<file path="config.mk">
export PLATFORM = sky130hd
export DESIGN_NAME = addsub_seq
export DESIGN_NICKNAME = d
export VERILOG_FILES = /design/src/rtl/addsub_seq.sv
export SDC_FILE = /design/constraint.sdc
export NUM_CORES = 1
export LEC_CHECK = 0
export ABC_AREA = 1
export BUFFER_PORTS_ARGS = -buffer_cell sky130_fd_sc_hd__buf_2
export CAP_MARGIN = 20
export CORE_MARGIN = 1
export CORE_UTILIZATION = 55
export CTS_CLUSTER_SIZE = 25
export DETAILED_ROUTE_END_ITERATION = 8
export PLACE_DENSITY = 0.79
export SLEW_MARGIN = 0
export SYNTH_ARGS = -nofsm -noshare
export SYNTH_HDL_FRONTEND = slang
export SYNTH_SLANG_ARGS = --single-unit
</file>
<file path="constraint.sdc">
create_clock -name clk -period 5.6 [get_ports clk]
set_clock_uncertainty 0.05 [all_clocks]
set_input_delay 0.84 -clock clk [delete_from_list [all_inputs] [get_ports clk]]
set_output_delay 0.84 -clock clk [all_outputs]
set_load 0.01 [all_outputs]
</file>
<file path="src/rtl/addsub_seq.sv">
// rtl/addsub_seq.sv - multi-cycle chunked add/subtract unit with NZCV flags
module addsub_seq #(
   parameter int WIDTH = 32,
   parameter int CHUNK = 8
) (
   input  logic             clk,
   input  logic             rst,
   input  logic             in_valid,
   output logic             in_ready,
   input  logic [2:0]       in_op,
   input  logic [WIDTH-1:0] in_data0,
   input  logic [WIDTH-1:0] in_data1,
   input  logic             in_carry,
   output logic             out_valid,
   input  logic             out_ready,
   output logic [WIDTH-1:0] out_data,
   output logic             out_carry,
   output logic             out_overflow,
   output logic             out_negative,
   output logic             out_zero
);

   localparam int N  = WIDTH / CHUNK;
   localparam int KW = (N > 1) ? $clog2(N) : 1;

   typedef enum logic [1:0] {IDLE, CALC, DONE} state_t;

   state_t            state_q, state_d;
   logic [WIDTH-1:0]  x_q, y_q, res_q, res_d;
   logic [WIDTH-1:0]  x_sel, y_sel;
   logic              cin_sel;
   logic              carry_q;
   logic [KW-1:0]     k_q;
   logic              c_q, v_q, n_q, z_q;
   logic [CHUNK:0]    slice_sum;
   logic              last_slice;

   // Operand steering: every op reduces to X + Y + cin
   always_comb begin
      x_sel   = in_data0;
      y_sel   = in_data1;
      cin_sel = 1'b0;
      case (in_op)
         3'b001: cin_sel = in_carry;
         3'b010: begin y_sel = ~in_data1; cin_sel = 1'b1; end
         3'b011: begin y_sel = ~in_data1; cin_sel = in_carry; end
         3'b100: begin x_sel = in_data1; y_sel = ~in_data0; cin_sel = 1'b1; end
         3'b101: begin x_sel = in_data1; y_sel = ~in_data0; cin_sel = in_carry; end
         default: ;
      endcase
   end

   // One chunk of the ripple: current slice plus the registered running carry
   always_comb begin
      slice_sum  = {1'b0, x_q[k_q*CHUNK +: CHUNK]} + {1'b0, y_q[k_q*CHUNK +: CHUNK]}
                   + (CHUNK+1)'(carry_q);
      last_slice = (k_q == KW'(N - 1));
      res_d      = res_q;
      res_d[k_q*CHUNK +: CHUNK] = slice_sum[CHUNK-1:0];
   end

   // State register
   always_ff @(posedge clk or posedge rst) begin
      if (rst) state_q <= IDLE;
      else     state_q <= state_d;
   end

   // Next-state logic
   always_comb begin
      state_d = state_q;
      case (state_q)
         IDLE:    if (in_valid)   state_d = CALC;
         CALC:    if (last_slice) state_d = DONE;
         DONE:    if (out_ready)  state_d = IDLE;
         default: state_d = IDLE;
      endcase
   end

   // Handshake outputs; in_ready is held low for the whole reset pulse
   always_comb begin
      in_ready  = (state_q == IDLE) && !rst;
      out_valid = (state_q == DONE);
   end

   // Datapath: latch operands on accept, accumulate one slice per CALC cycle
   always_ff @(posedge clk or posedge rst) begin
      if (rst) begin
         x_q     <= '0;
         y_q     <= '0;
         res_q   <= '0;
         carry_q <= 1'b0;
         k_q     <= '0;
         c_q     <= 1'b0;
         v_q     <= 1'b0;
         n_q     <= 1'b0;
         z_q     <= 1'b0;
      end else begin
         case (state_q)
            IDLE: begin
               if (in_valid) begin
                  x_q     <= x_sel;
                  y_q     <= y_sel;
                  carry_q <= cin_sel;
                  k_q     <= '0;
               end
            end
            CALC: begin
               res_q   <= res_d;
               carry_q <= slice_sum[CHUNK];
               k_q     <= k_q + KW'(1);
               if (last_slice) begin
                  c_q <= slice_sum[CHUNK];
                  v_q <= (x_q[WIDTH-1] == y_q[WIDTH-1]) && (res_d[WIDTH-1] != x_q[WIDTH-1]);
                  n_q <= res_d[WIDTH-1];
                  z_q <= (res_d == '0);
               end
            end
            default: ;
         endcase
      end
   end

   // Result and flags come straight from registers
   always_comb begin
      out_data     = res_q;
      out_carry    = c_q;
      out_overflow = v_q;
      out_negative = n_q;
      out_zero     = z_q;
   end

endmodule

</file>
==> results of run 1 <==
==> worst paths after layout <==
path                                     startpoint                        to  cells after the start
max in group asynchronous                       rst       y_q[23]$_DFFE_PP0P_                      3
max                              k_q[0]$_DFFE_PP0P_      out_zero$_DFFE_PP0P_                     19
min reg2reg                out_overflow$_DFFE_PP0P_  out_overflow$_DFFE_PP0P_                      2
min                        out_overflow$_DFFE_PP0P_  out_overflow$_DFFE_PP0P_                      2
max reg2reg                      k_q[0]$_DFFE_PP0P_      out_zero$_DFFE_PP0P_                     19
min in group asynchronous                       rst     out_carry$_DFFE_PP0P_                      2
==> cell families after synthesis <==
family / Yosys count / synth area share
DFF: 105 / 0.435
buffers and inverters: 104 / 0.0667
AOI/OAI and AO/OA: 269 / 0.240
adders and majority gates: 15 / 0.0336
and+or+nand+nor: 332 / 0.225
==> flip-flops by register name, summed over array words and instances, names as in the netlist <==
signal	flops
out_negative	1
x_q	32
k_q	2
out_data	32
out_overflow	1
out_carry	1
out_zero	1
state_q	2
y_q	32
carry_q	1
==> worst max-delay path, stage by stage (launching register included) <==
cell and delay (ns):
dfrtp_1 0.33, buf_4 0.42, inv_2 0.35, o21ai_0 0.27, o22ai_1 0.13, fa_1 0.48, fa_1 0.45, nand2_2 0.11
nand2_1 0.09, nand3_1 0.07, nand2_1 0.15, nand3_1 0.13, nand2_1 0.06, nor2_1 0.10, nand2_1 0.05, nor2_1 0.09
nand2_1 0.05, nor2_1 0.10, nand3_1 0.08, nand2_1 0.06
==> cells in the mapped netlist, types with 11 or more instances <==
master    count  share of area
o21ai_0     144           0.12
dfrtp_1     105           0.44
nand4_1      14          0.015
clkbuf_1     34          0.021
o21ai_1      19          0.016
nand3_1      21          0.017
a21oi_1      37          0.031
o22ai_1      49          0.051
nor2_1      108          0.067
nand2_1     174           0.11
ha_1         13          0.027
a31oi_1      11          0.011
inv_1        50          0.031
==> metal layers <==
metal  vias up  global-route usage  part of all wire
met2       272               0.541              0.48
met3        45              0.0578             0.068
met5         -                   0                 0
met4         0               0.146             0.034
li1       2961                   -                 -
met1      2802               0.450              0.42
==> power by group through the flow <==
stage	Sequential (W)	Combinational, W	Clock, W
final	0.00136	0.00261	0.000449
after global routing	0.00139	0.00293	0.000488
after CTS	0.00136	0.00258	0.000455
after detailed placement	0.00137	0.00257	0
after global placement	0.00136	0.00254	0
after floorplan	0.00130	0.00185	0
==> through the flow <==
step | total power (W) | util | hold slack, ns | setup WS, ns
2_1_floorplan | 0.00315 | - | 0.398 | 1.95
3_3_place_gp | 0.00390 | 0.633 | 0.420 | 2.09
3_5_place_dp | 0.00394 | 0.633 | 0.420 | 1.98
4_1_cts | 0.00440 | 0.651 | 0.443 | 1.96
5_1_grt | 0.00481 | 0.651 | 0.479 | 1.53
6_report | 0.00442 | 0.651 | 0.446 | 1.89
==> final cells by class <==
| cell class | count | area [µm²] |
|---|---|---|
| well taps | 136 | 170 |
| inverters | 57 | 216 |
| clock buffers | 10 | 138 |
| clock inverters | 6 | 42.5 |
| fillers | 940 | 3660 |
| multi-input cells | 616 | 3010 |
| flip-flops and latches | 105 | 2630 |
| repair buffers | 116 | 598 |
==> run_results.csv, run 1 <==
group,metric,value,unit
outcome,outcome,"completed",
critical_path,crit_type,"reg2reg",
timing,rsz0062_at_grt,"no",
power_and_ir_drop,p_sw_frac,0.519,
power_and_ir_drop,share_comb_of_total_power,0.590,
power_and_ir_drop,ir_worst_vdd,252,µV
cts,clkSlewWorstSetupHoldPaths,0.10,ns
hold_path,min_path_type,"reg2reg",
critical_path,cp.required,5.87,ns
timing,setup_viol,0,
cts,clock_latency,0.39,ns
grt,gr-total-overflow,0,
routing,via_per_inst,5.81,
cts,clock_sinks,105,
floorplan,rows,37,
floorplan,fp.dieArea,0.0114,mm²
layout,final_common_cell,"nand2_1",
cts,hold_buffers,0,
grt,grt_pass1_wl,29.7,mm
critical_path,reg2reg_slack,1.89,ns
cts,cts-root-buf,"clkbuf_8",
floorplan,core_region_area,0.0105,mm²
placed_design,gp_congestion,0.983,
power_and_ir_drop,p_int,0.00213,W
layout,area_growth,12.7,%
logic_synthesis,synth_cell_types,33,
power_and_ir_drop,p_sw,0.00229,W
placed_design,hpwl,13.2,mm
logic_synthesis,syn-mean-instance-area,7.32,µm²
layout,fin_nets,992,
timing,slew_headroom,0.299,
power_and_ir_drop,p_seq_frac,0.309,
critical_path,start_kind,"flip-flop",
logic_synthesis,syn_area,0.00604,mm²
power_and_ir_drop,p_leak,3.28,nW
timing,min_period_over_period,0.662,
timing,tightestPinTransition,1.05,ns
timing,finalCriticalPeriod,3.71,ns
timing,fmax,0.270,GHz
layout,final_cells,1046,
placed_design,dp.cells,1030,
power_and_ir_drop,power.density,649,mW/mm²
floorplan,initial_core_util,0.577,
routing,wl_per_cell,17.3,µm
placed_design,placed_area,0.00663,mm²
layout,drive_gt1_frac,0.171,
cts,clock_path_buffers,2,
timing,setup-tns-final,0,ns
logic_synthesis,async_reset_ff_frac,1.00,
routing,drc,0,
routing,drt_iter0_drc,584,
floorplan,ios,110,
grt,grt_pass1_vias,5859,
layout,final_cell_mix,"nand2_1 (173), o21ai_0 (144), buf_2 (109)",
cts,numCtsBuffers,9,
layout,n_antenna_cell,0,
routing,drt_wl_total,18.1,mm
routing,via_count,6080,
logic_synthesis,syn_inst,825,
cts,htree_levels,3,
logic_synthesis,synth_edf_count,0,
placed_design,numPortBuffers,109,
critical_path,worstPathMaxFanout,52,
logic_synthesis,synthFlopType,"dfrtp_1",
timing,slew_viol_final,0,
layout,design_area,0.00681,mm²
logic_synthesis,ys_seq_area_frac,0.435,
cts,post-cts-setup-buffers,0,
power_and_ir_drop,p_clk_frac,0.102,
logic_synthesis,synth_nets,912,
logic_synthesis,yosys_warnings,0,
timing,timing.final.hold_violations,0,
logic_synthesis,synth-seq-cells,105,
floorplan,die_w,107,µm
floorplan,die-height,107,µm
cts,ctsResizeCount,0,
grt,antenna_found_initial,0,
cts,cts_tree,"done",
critical_path,cp-end-kind,"flip-flop",
grt,grt_max_degree,99,
flow_run,cap_violations,0,
critical_path,critPathArrivalTime,3.98,ns
routing,antenna_left,0,
routing,first_pass_iters,5,
grt,grt_util_all_layers,0.337,
Power figures use the tool's default switching activity.
==> run 2, diff against run 1 <==
clock period = 3.81 ns   (was 5.6 ns; I/O delays follow)
==> run 2 against run 1 <==
Against the previous run:
- total power is 49% higher
- die area stayed put
- cell count is 0.29% higher
- clock power is 62% higher
- cell area is 0.64% higher
==> run_results.csv, run 2 (synthesis gave the netlist of run 1 again) <==
group,metric,value,unit
timing,timing.final.hold_violations,0,
placed_design,gp_congestion,0.945,
routing,via_count,6138,
floorplan,die_w,107,µm
floorplan,fp.dieArea,0.0114,mm²
grt,antenna_found_initial,0,
grt,gr-total-overflow,0,
layout,drive_gt1_frac,0.174,
layout,final_cell_mix,"nand2_1 (173), o21ai_0 (144), buf_2 (109)",
critical_path,worstPathMaxFanout,24,
layout,final_common_cell,"nand2_1",
grt,grt_pass1_wl,29.5,mm
routing,first_pass_iters,5,
critical_path,crit_type,"reg2reg",
placed_design,numPortBuffers,109,
timing,min_period_over_period,0.829,
layout,n_antenna_cell,0,
cts,numCtsBuffers,9,
routing,drt_wl_total,17.8,mm
floorplan,ios,110,
layout,fillerInstances,938,
placed_design,hpwl,13.1,mm
cts,ctsResizeCount,0,
power_and_ir_drop,p_leak,3.31,nW
grt,grt_max_degree,99,
floorplan,rows,37,
routing,via_per_inst,5.85,
critical_path,cp.required,4.09,ns
cts,cts-root-buf,"clkbuf_8",
critical_path,reg2reg_slack,0.65,ns
timing,slew_headroom,0.310,
critical_path,cp-end-kind,"flip-flop",
timing,rsz0062_at_grt,"no",
timing,setup-tns-final,0,ns
power_and_ir_drop,p_clk_frac,0.111,
cts,post-cts-setup-buffers,0,
hold_path,min_path_type,"in2async",
routing,drt_iter0_drc,535,
timing,finalCriticalPeriod,3.16,ns
critical_path,critPathArrivalTime,3.44,ns
power_and_ir_drop,ir_worst_vdd,363,µV
layout,fin_nets,995,
placed_design,place_ws,0.681,ns
power_and_ir_drop,p_int,0.00319,W
power_and_ir_drop,p_sw_frac,0.514,
cts,clock_latency,0.38,ns
critical_path,r2r_cells,19,
grt,grt_util_all_layers,0.334,
cts,cts_tree,"done",
routing,antenna_left,0,
timing,tightestPinTransition,1.03,ns
power_and_ir_drop,power.density,959,mW/mm²
layout,area_growth,13.4,%
timing,layout_setup_ws,0.653,ns
cts,clock_sinks,105,
floorplan,die-height,107,µm
routing,drc,0,
cts,hold_buffers,0,
critical_path,reg2reg_from,"k_q[0]$_DFFE_PP0P_",
flow_run,cap_violations,0,
timing,slew_viol_final,0,
cts,clkSlewWorstSetupHoldPaths,0.10,ns
cts,clock_path_buffers,2,
floorplan,initial_core_util,0.577,
power_and_ir_drop,share_comb_of_total_power,0.589,
outcome,outcome,"completed",
power_and_ir_drop,p_sw,0.00338,W
timing,setup_viol,0,
routing,wl_per_cell,16.9,µm
critical_path,start_kind,"flip-flop",
grt,grt_pass1_vias,5930,
timing,fmax,0.317,GHz
cts,htree_levels,3,
critical_path,r2r-end,"out_zero$_DFFE_PP0P_",
floorplan,core_region_area,0.0105,mm²
power_and_ir_drop,p_seq_frac,0.300,
[run 2: critical path, cell delays in order (launching register included)]
cell	delay, ns
dfrtp_1	0.44
inv_2	0.17
buf_4	0.22
nor2_1	0.09
o22ai_1	0.10
fa_1	0.44
fa_1	0.45
nand2_2	0.12
nand2_1	0.08
nand3_1	0.07
nand2_1	0.14
nand3_1	0.13
nand2_1	0.06
nor2_1	0.10
nand2_1	0.05
nor2_1	0.08
nand2_1	0.06
nor2_1	0.10
nand3_1	0.08
nand2_1	0.06
[run 2: worst max-delay path by stage]
stage / startpoint / to / slack [ns] / cells past startpoint
finish: k_q[0]$_DFFE_PP0P_ / out_zero$_DFFE_PP0P_ / 0.65 / 19
global route: k_q[0]$_DFFE_PP0P_ / out_zero$_DFFE_PP0P_ / 0.25 / 19
CTS: k_q[0]$_DFFE_PP0P_ / out_zero$_DFFE_PP0P_ / 0.66 / 19
detailed placement: k_q[0]$_DFFE_PP0P_ / out_zero$_DFFE_PP0P_ / 0.68 / 19
global placement: k_q[0]$_DFFE_PP0P_ / out_zero$_DFFE_PP0P_ / 0.75 / 19
floorplan: rst / carry_q$_DFFE_PP0P_ / 0.43 / 1
[run 2: cell type report]
cell class                 count  area, µm²  area share
inverter                      57        216      0.0316
tap                          136        170      0.0248
multi-input combinational    616       3010       0.440
clock buffer                   9        124      0.0181
timing repair buffer         119        621      0.0906
sequential                   105       2630       0.384
clock inverter                 7       77.6      0.0113
[run 2: metrics by stage]
stage	hold WS [ns]	instance area, µm²	power (W)	std cells	util
6_report	0.152	6850	0.00657	1049	0.655
5_1_grt	0.175	6850	0.00720	1049	0.655
4_1_cts	0.163	6850	0.00653	1049	0.655
3_5_place_dp	0.421	6650	0.00580	1033	0.635
3_3_place_gp	0.414	6650	0.00572	1033	0.635
2_1_floorplan	0.398	6040	0.00464	825	-
[run 2: power groups by stage]
| stage | clock [W] | combinational (W) | sequential (W) |
|---|---|---|---|
| after floorplan | 0 | 0.00272 | 0.00191 |
| after global placement | 0 | 0.00374 | 0.00198 |
| after detailed placement | 0 | 0.00382 | 0.00198 |
| after CTS | 0.000736 | 0.00384 | 0.00196 |
| after global routing | 0.000780 | 0.00440 | 0.00201 |
| final | 0.000727 | 0.00387 | 0.00197 |
[run 2: metal layers]
| layer | share of wire | routed length, µm | vias to the layer above | global-route usage |
|---|---|---|---|---|
| li1 | - | - | 2958 | - |
| met1 | 0.43 | 7700 | 2892 | 0.442 |
| met2 | 0.48 | 8560 | 256 | 0.553 |
| met3 | 0.059 | 1060 | 32 | 0.0547 |
| met4 | 0.026 | 460 | 0 | 0.121 |
| met5 | 0 | 0 | - | 0 |
==> run 3, diff against run 2 <==
ABC_AREA = 0   (was 1)
clock period = 2.95 ns   (was 3.81 ns; I/O delays follow)
==> run 3 against run 2 <==
Against the previous run:
- utilization grew 4.3 points
- critical path type unchanged
- the run now ends with setup timing left
- cell count shrank 16%
- largest cell class unchanged
- clock power grew 36%
- critical path depth shrank 10
- combinational power grew 60%
- register-to-register slack lost 0.73 ns
- count of clock-buffer cells in the layout grew 1
==> run_results.csv, run 3 <==
group,metric,value,unit
floorplan,die-height,106,µm
logic_synthesis,async_reset_ff_frac,1.00,
placed_design,place_ws,-0.176,ns
critical_path,critPathArrivalTime,3.25,ns
cts,htree_levels,3,
power_and_ir_drop,p_leak,3.40,nW
grt,grt_pass1_vias,4915,
cts,clock_path_buffers,2,
layout,fin_nets,829,
critical_path,start_kind,"flip-flop",
power_and_ir_drop,p_seq_frac,0.257,
grt,grt_pass1_wl,24.0,mm
grt,grt_max_degree,106,
layout,area_growth,22.3,%
placed_design,numPortBuffers,109,
timing,finalCriticalPeriod,3.03,ns
timing,tightestPinTransition,0.710,ns
power_and_ir_drop,p_int,0.00546,W
floorplan,die_w,106,µm
logic_synthesis,syn_area,0.00594,mm²
routing,antenna_left,0,
logic_synthesis,synth_top_area_cell,"dfrtp_1",
floorplan,initial_core_util,0.570,
critical_path,crit_path_max_incr_delay,0.53,ns
timing,fmax,0.330,GHz
layout,fillerInstances,793,
layout,design_area,0.00727,mm²
layout,final_common_cell,"buf_2",
cts,clock_sinks,105,
grt,gr-total-overflow,0,
logic_synthesis,synth_edf_count,0,
cts,cts-root-buf,"clkbuf_8",
critical_path,crit_type,"reg2reg",
logic_synthesis,synth_nets,703,
timing,layout_setup_ws,-0.0784,ns
power_and_ir_drop,p_sw,0.00418,W
floorplan,ios,110,
power_and_ir_drop,power.density,1330,mW/mm²
logic_synthesis,synthTopCellsByCount,"dfrtp_1 (105), o21ai_0 (105), nand2_1 (100)",
critical_path,slowest_stage,"mux4_2",
logic_synthesis,syn-mean-instance-area,9.65,µm²
critical_path,cpMostUsedCell,"fa_2",
logic_synthesis,synth_cell_types,56,
timing,timing.final.hold_violations,0,
timing,holdWs,0.181,ns
placed_design,hpwl,11.1,mm
critical_path,cp-end-kind,"flip-flop",
floorplan,core_region_area,0.0104,mm²
critical_path,cp.required,3.17,ns
routing,drc,0,
power_and_ir_drop,p_sw_frac,0.434,
cts,cts_tree,"done",
logic_synthesis,synth_top_area_frac,0.442,
floorplan,rows,37,
routing,via_per_inst,5.79,
routing,via_count,5110,
routing,wl_per_cell,17.0,µm
grt,busiest_layer,"met2",
cts,clkSlewWorstSetupHoldPaths,0.10,ns
logic_synthesis,yosys-top-cells-area,"dfrtp_1 (44%), o21ai_0 (8.8%), nand2_1 (6.3%), mux4_2 (6.1%), mux2i_1 (5.4%)",
flow_run,cap_violations,0,
routing,drt_wl_total,15.0,mm
placed_design,gp_congestion,0.879,
timing,setup_viol,3,
routing,drt_iter0_drc,232,
routing,first_pass_iters,4,
logic_synthesis,ys_seq_area_frac,0.442,
hold_path,min_path_type,"in2async",
floorplan,fp.dieArea,0.0112,mm²
layout,drive_gt1_frac,0.298,
logic_synthesis,synthFlopType,"dfrtp_1",
power_and_ir_drop,ir_worst_vdd,861,µV
cts,clock_latency,0.38,ns
timing,rsz0062_at_grt,"yes",
power_and_ir_drop,p_clk_frac,0.103,
outcome,violations,"setup timing",
timing,min_period_over_period,1.03,
critical_path,worstPathCellList,"mux4_2 -> fa_2 -> fa_2 -> a211oi_2 -> o21bai_1 -> a21oi_2 -> xnor2_1 -> and2_1 -> o41ai_2",
grt,grtUsageMet2,0.437,
placed_design,placed_area,0.00686,mm²
grt,use_met3,0.0349,
outcome,outcome,"complete, but fails checks",
power_and_ir_drop,share_comb_of_total_power,0.640,
layout,n_antenna_cell,0,
timing,slew_headroom,0.527,
grt,grt_util_all_layers,0.275,
logic_synthesis,yosys_warnings,0,
critical_path,worstPathMaxFanout,4,
logic_synthesis,synth-seq-cells,105,
timing,slew_viol_final,0,
logic_synthesis,syn_inst,616,
grt,met1_usage,0.387,
layout,final_cell_mix,"buf_2 (109), dfrtp_1 (103), o21ai_0 (100)",
cts,numCtsBuffers,9,
grt,antenna_found_initial,0,
==> run 3: cell families after synthesis <==
logic type	share of synthesized area
AO/OA/AOI/OAI	0.213
multiplexers	0.116
adder cells (fa/ha/maj)	0.0341
buffers and inverters	0.0352
AND/OR/NAND/NOR	0.128
XOR/XNOR	0.0310
flip-flops	0.442
==> run 3: metal layers <==
metal	up-vias	wire [µm]
met1	2471	6970
li1	2471	-
met5	-	0
met4	0	290
met3	25	469
met2	143	7250
==> run 3: timing repair <==
action	4_1_cts	5_1_grt
hold endpoints to repair	0	0
hold buffers	0	0
gates resized for setup	8	20
setup buffers	3	4
pin swaps	13	7
endpoints found under the setup margin	9	12
==> run 3: path summary, 6_finish.rpt <==
| kind | startpoint | to | slack (ns) | cells after the start |
|---|---|---|---|---|
| min reg2reg | y_q[15]$_DFFE_PP0P_ | y_q[15]$_DFFE_PP0P_ | 0.44 | 2 |
| max in group asynchronous | rst | k_q[0]$_DFFE_PP0P_ | 2.25 | 3 |
| min in group clk | out_ready | state_q[1]$_DFFE_PP0P_ | 0.22 | 2 |
| max | k_q[0]$_DFFE_PP0P_ | out_zero$_DFFE_PP0P_ | -0.08 | 9 |
| min | rst | out_data[25]$_DFFE_PP0P_ | 0.18 | 3 |
| max reg2reg | k_q[0]$_DFFE_PP0P_ | out_zero$_DFFE_PP0P_ | -0.08 | 9 |
==> run 3: worst max-delay path, delay by kind of cell (launching register included) <==
family / cells / cell delay (ns)
AOI/OAI and AO/OA: 4 / 0.86
DFF: 1 / 0.42
and+or+nand+nor: 1 / 0.15
xor gates and xnor gates: 1 / 0.10
muxes: 1 / 0.53
adders and majority gates: 2 / 0.82
==> run 3: per-stage QoR <==
step	util	std cells	total power, W	setup TNS, ns
after floorplan	-	616	0.00567	-0.650
after global placement	0.658	861	0.00775	-0.0730
after detailed placement	0.658	861	0.00786	-0.489
after CTS	0.684	879	0.00904	-0.121
after global routing	0.698	882	0.0103	-0.647
final	0.698	882	0.00965	-0.112
==> run 3: final cells by class <==
cell class / count / area, µm² / share of cell area
clock buffer: 10 / 138 / 0.0189
clock inverter: 5 / 78.8 / 0.0108
inverter: 11 / 45.0 / 0.00620
multi-input combinational: 459 / 3260 / 0.448
sequential: 105 / 2630 / 0.362
tap: 136 / 170 / 0.0234
timing repair buffer: 156 / 947 / 0.130
==> run 3: power by group through the flow <==
stage          Combinational, W  Sequential, W  Clock [W]
2_1_floorplan           0.00326        0.00241          0
3_3_place_gp            0.00528        0.00247          0
6_report                0.00618        0.00248   0.000990
5_1_grt                 0.00666        0.00255    0.00105
4_1_cts                 0.00557        0.00247   0.000999
3_5_place_dp            0.00538        0.00249          0
